`config.mk`:
```
export PLATFORM = sky130hd
export DESIGN_NAME = didactic_apb_initiator
export DESIGN_NICKNAME = d
export VERILOG_FILES = /design/src/rtl/didactic_apb_initiator.sv
export SDC_FILE = /design/constraint.sdc
export NUM_CORES = 1
export LEC_CHECK = 0
export CAP_MARGIN = 20
export CORE_MARGIN = 5
export CORE_UTILIZATION = 24
export CTS_CLUSTER_SIZE = 28
export DETAILED_ROUTE_END_ITERATION = 7
export HOLD_SLACK_MARGIN = 0.15
export SYNTH_ARGS = -nofsm -noshare
export SYNTH_HDL_FRONTEND = slang
export SYNTH_SLANG_ARGS = --single-unit
```
`constraint.sdc`:
```
create_clock -name clk_i -period 2.26 [get_ports clk_i]
set_input_delay 0.452 -clock clk_i [delete_from_list [all_inputs] [get_ports clk_i]]
set_output_delay 0.452 -clock clk_i [all_outputs]
set_load 0.005 [all_outputs]
```
`src/rtl/didactic_apb_initiator.sv`:
```
// APB3 initiator: turns a valid/ready request into one APB transfer and returns
// a registered response, aborting with a timeout if pready never arrives.
module didactic_apb_initiator #(
    parameter int unsigned ApbAddrWidth  = 12,
    parameter int unsigned ApbDataWidth  = 32,
    parameter int unsigned TimeoutCycles = 255
) (
    input  logic                    clk_i,
    input  logic                    rst_ni,
    input  logic                    req_valid_i,
    output logic                    req_ready_o,
    input  logic                    req_write_i,
    input  logic [ApbAddrWidth-1:0] req_addr_i,
    input  logic [ApbDataWidth-1:0] req_wdata_i,
    output logic                    rsp_valid_o,
    input  logic                    rsp_ready_i,
    output logic [ApbDataWidth-1:0] rsp_rdata_o,
    output logic                    rsp_err_o,
    output logic                    rsp_timeout_o,
    output logic                    psel_o,
    output logic                    penable_o,
    output logic                    pwrite_o,
    output logic [ApbAddrWidth-1:0] paddr_o,
    output logic [ApbDataWidth-1:0] pwdata_o,
    input  logic [ApbDataWidth-1:0] prdata_i,
    input  logic                    pready_i,
    input  logic                    pslverr_i
);

    localparam int unsigned CntW = (TimeoutCycles == 0) ? 1 : $clog2(TimeoutCycles + 1);

    typedef enum logic [1:0] {
        IDLE   = 2'd0,
        SETUP  = 2'd1,
        ACCESS = 2'd2,
        RESP   = 2'd3
    } state_e;

    state_e                  state_q, state_d;
    logic                    psel_q, psel_d;
    logic                    penable_q, penable_d;
    logic                    pwrite_q, pwrite_d;
    logic [ApbAddrWidth-1:0] paddr_q, paddr_d;
    logic [ApbDataWidth-1:0] pwdata_q, pwdata_d;
    logic                    rsp_valid_q, rsp_valid_d;
    logic [ApbDataWidth-1:0] rsp_rdata_q, rsp_rdata_d;
    logic                    rsp_err_q, rsp_err_d;
    logic                    rsp_timeout_q, rsp_timeout_d;
    logic [CntW-1:0]         cnt_q, cnt_d;
    logic                    timeout_hit;

    // cnt_q counts ACCESS cycles already completed, so the current one is cnt_q+1.
    assign timeout_hit = (TimeoutCycles != 0) && ((32'(cnt_q) + 32'd1) >= TimeoutCycles);

    always_comb begin
        state_d       = state_q;
        psel_d        = psel_q;
        penable_d     = penable_q;
        pwrite_d      = pwrite_q;
        paddr_d       = paddr_q;
        pwdata_d      = pwdata_q;
        rsp_valid_d   = rsp_valid_q;
        rsp_rdata_d   = rsp_rdata_q;
        rsp_err_d     = rsp_err_q;
        rsp_timeout_d = rsp_timeout_q;
        cnt_d         = cnt_q;

        case (state_q)
            IDLE: begin
                if (req_valid_i) begin
                    pwrite_d  = req_write_i;
                    paddr_d   = req_addr_i;
                    pwdata_d  = req_wdata_i;
                    psel_d    = 1'b1;
                    penable_d = 1'b0;
                    cnt_d     = '0;
                    state_d   = SETUP;
                end
            end
            SETUP: begin
                penable_d = 1'b1;
                state_d   = ACCESS;
            end
            ACCESS: begin
                if (cnt_q != {CntW{1'b1}}) begin
                    cnt_d = cnt_q + CntW'(1);
                end
                if (pready_i) begin
                    rsp_rdata_d   = (pwrite_q || pslverr_i) ? '0 : prdata_i;
                    rsp_err_d     = pslverr_i;
                    rsp_timeout_d = 1'b0;
                    rsp_valid_d   = 1'b1;
                    psel_d        = 1'b0;
                    penable_d     = 1'b0;
                    state_d       = RESP;
                end else if (timeout_hit) begin
                    rsp_rdata_d   = '0;
                    rsp_err_d     = 1'b1;
                    rsp_timeout_d = 1'b1;
                    rsp_valid_d   = 1'b1;
                    psel_d        = 1'b0;
                    penable_d     = 1'b0;
                    state_d       = RESP;
                end
            end
            RESP: begin
                if (rsp_ready_i) begin
                    rsp_valid_d = 1'b0;
                    state_d     = IDLE;
                end
            end
            default: state_d = IDLE;
        endcase
    end

    always_ff @(posedge clk_i) begin
        if (!rst_ni) begin
            state_q       <= IDLE;
            psel_q        <= 1'b0;
            penable_q     <= 1'b0;
            pwrite_q      <= 1'b0;
            paddr_q       <= '0;
            pwdata_q      <= '0;
            rsp_valid_q   <= 1'b0;
            rsp_rdata_q   <= '0;
            rsp_err_q     <= 1'b0;
            rsp_timeout_q <= 1'b0;
            cnt_q         <= '0;
        end else begin
            state_q       <= state_d;
            psel_q        <= psel_d;
            penable_q     <= penable_d;
            pwrite_q      <= pwrite_d;
            paddr_q       <= paddr_d;
            pwdata_q      <= pwdata_d;
            rsp_valid_q   <= rsp_valid_d;
            rsp_rdata_q   <= rsp_rdata_d;
            rsp_err_q     <= rsp_err_d;
            rsp_timeout_q <= rsp_timeout_d;
            cnt_q         <= cnt_d;
        end
    end

    assign req_ready_o   = rst_ni && (state_q == IDLE);
    assign psel_o        = psel_q;
    assign penable_o     = penable_q;
    assign pwrite_o      = pwrite_q;
    assign paddr_o       = paddr_q;
    assign pwdata_o      = pwdata_q;
    assign rsp_valid_o   = rsp_valid_q;
    assign rsp_rdata_o   = rsp_rdata_q;
    assign rsp_err_o     = rsp_err_q;
    assign rsp_timeout_o = rsp_timeout_q;

endmodule

```
==> impl_metrics.tcl <==
set metrics [dict create \
    antenna_cells 0 \
    ys_ff_latch 92 \
    worstPathRequired_ps 1810 \
    clockBufferDepth 2 \
    crit_family "buffers and inverters" \
    slowest_stage "clkdlybuf4s50_1" \
    routabilityCongestion 0.8207 \
    synth_nets 553 \
    worst-path-buf-inv 2 \
    max_stage_delay_ps 530 \
    final.setup.tns_ps 0 \
    critPathCaptureType "output pin" \
    max-slew-margin-rel_pct 63.79 \
    hold_violations 0 \
    htreeDepth 3 \
    grt_pass1_wl_um 17840 \
    cp.arrival_ps 1690 \
    period_share_pct 94.98 \
    synthSimpleGateAreaFrac_pct 21.80 \
    num_vias 3602 \
    routed_via_density 4.298 \
    hp-start "rsp_rdata_o[28]" \
    hold_end "rsp_rdata_o[28]" \
    grt_max_degree 60 \
    synth_cell_types 37 \
    syn_area_mm2 0.003902 \
    clock_latency_ps 340 \
    wl_per_cell_um 13.50 \
    die-area_mm2 0.01891 \
    reg2reg_setup_slack_ps 160 \
    multiInputGateArea_mm2 0.001899 \
    r2r.worst_path.cells 7 \
    clock.fmax_ghz 0.4659 \
    reg2reg_to "penable_o" \
    fin_skew_ps 6.427 \
    fill_cells 1617 \
    whs_path_depth 2 \
    initial_utilization_pct 24.48 \
    power.density_mw_per_mm2 765.5 \
    ios 166 \
    drt_iter0_markers 192 \
    drive_above_1_share_pct 5.788 \
    cp_max_fo 5 \
    area_growth_syn_to_layout_pct 55.53 \
    irDropWorstVdd_mv 0.3806 \
    dp_hpwl_um 8321 \
    antenna_found_initial 0 \
    portBuffers 165 \
    ant_nets 0 \
    synth_top_family_by_area "simple AND/OR/NAND/NOR gates" \
    synth_edf_count 0 \
    r2r-start "cnt_q[0]" \
    min_path_type "reg2reg" \
    synth_area_leaders "dfxtp_1, nand2_1, a21boi_0" \
    status "finished clean" \
    synthAdderAreaFrac_pct 2.244 \
    regArea_mm2 0.001842 \
    cts-buffers-inserted 9 \
    ys.flop_type "dfxtp_1" \
    yosysMostFrequentCell "nand2_1" \
    fp-row-count 46 \
    p_leak_nw 2.328 \
    synth_compound_area_share_pct 15.13 \
    layout.cells.non_filler 838 \
    fp.dieH_um 137.5 \
    firstDrtPassIters 5 \
    drt_wl_total_um 11310 \
    min_period_ps 2147 \
    synth_mux_area_share_pct 9.266 \
    cts_sinks 92 \
    track_usage_pct 12.04 \
    rsz0062_at_grt "no" \
    async_flop_share_pct 0 \
    avgSynthCellArea_um2 8.429 \
    synthCells 463 \
    synth_top_cell_by_area "dfxtp_1" \
    die_w_um 137.5 \
    synth-xor-area-share_pct 0 \
    nets 708 \
    grt_overflow_total 0 \
    ys_warn_count 0 \
    cts_tree "done" \
    crit_chain "inv_1 -> ha_2 -> and2_1 -> clkdlybuf4s50_1" \
    core_area_mm2 0.01594 \
    first_global_vias 3555 \
    critPathLaunchType "flip-flop" \
    maxCapViolations 0 \
    crit_type "reg2out" \
    synth.top_cell.area_share_pct 47.19 \
    synthTopCellsByCount "nand2_1, dfxtp_1, a21boi_0" \
    cp-startpoint "state_q[0]" \
    drc 0 \
    path_clk_slew_ps 60 \
    placedCellCount 821 \
    ys_seq_area_share_pct 47.19 \
    drv_slew 0 \
    worst_pin_slew_ps 543.2 \
    setup_violations 0 \
    root_buffer "clkbuf_16" \
]
worst register-to-register path, stage by stage (launching register included):
cell,delay (ps)
dfxtp_1,410
ha_1,210
nand4_1,150
nor4b_2,300
nor3_1,110
a22oi_4,260
mux2_2,370
a211oi_1,210
metal layers:
| metal | part of all wire [%] | up-vias | global-route usage, % | routed length (um) |
|---|---|---|---|---|
| met5 | 0 | - | 0 | 0 |
| met1 | 41 | 1665 | 13.56 | 4664 |
| met3 | 6.6 | 14 | 4.091 | 741 |
| met4 | 2.0 | 0 | 4.656 | 228 |
| li1 | - | 1833 | - | - |
| met2 | 50 | 90 | 20.91 | 5675 |
cell usage in the layout (no fill, tap or decap), drive strengths merged, types with 7 or more instances in the layout:
cell type,netlist,routed
dfxtp,92,92
clkbuf,23,11
nand3,7,7
a21oi,8,8
mux2i,35,35
ha,7,7
nor2,7,7
buf,10,13
a21boi,49,49
clkdlybuf4s50,0,164
nand2,176,176
stage by stage:
stage	utilization (%)	hold WS [ps]	setup WS, ps	area, um2	total power, mW
6_report	38.07	462.9	113.4	6070	4.646
5_1_grt	38.07	489.5	43.88	6070	4.945
4_1_cts	37.96	467.5	57.83	6052	4.738
3_5_place_dp	36.22	453.6	92.45	5774	3.289
3_3_place_gp	36.22	450.8	185.7	5774	3.253
2_1_floorplan	-	454.4	217.6	3902	2.586
final cells by class:
type	count	share of cell area (%)
flip-flops and latches	92	30.34
inverters	5	0.3092
clock buffers	11	4.164
well taps	216	4.453
clock inverters	4	0.4123
multi-input cells	333	31.29
repair buffers	177	29.02
registers in the layout, indices dropped and copies added (netlist names):
name           cells
penable_o          1
rsp_err_o          1
psel_o             1
paddr_o           12
rsp_timeout_o      1
state_q            2
pwrite_o           1
rsp_rdata_o       32
rsp_valid_o        1
cnt_q              8
pwdata_o          32
worst max path at each step:
stage                          end  cells after the start
floorplan                penable_o                      8
global placement    rsp_rdata_o[7]                      6
detailed placement       penable_o                      7
CTS                    req_ready_o                      4
global route             penable_o                      7
finish                 req_ready_o                      4
what timing repair did:
action                     CTS  global route
buffers inserted             0             2
hold buffers                 0             0
hold endpoints to repair     0             0
setup endpoints to repair    0             6
gates resized for setup      0             1
cell families after synthesis:
kind of cell | Yosys count
AOI/OAI and AO/OA | 81
buffers and inverters | 38
and+or+nand+nor | 209
muxes | 36
DFF | 92
adders and majority gates | 7
report_power, final:
part	total, mW	switching (mW)	internal, mW
clock	1.41	0.616	0.795
sequential	1.89	0.0981	1.79
combinational	1.34	0.668	0.674
total	4.65	1.38	3.26
(Power assumes the default switching activity.)
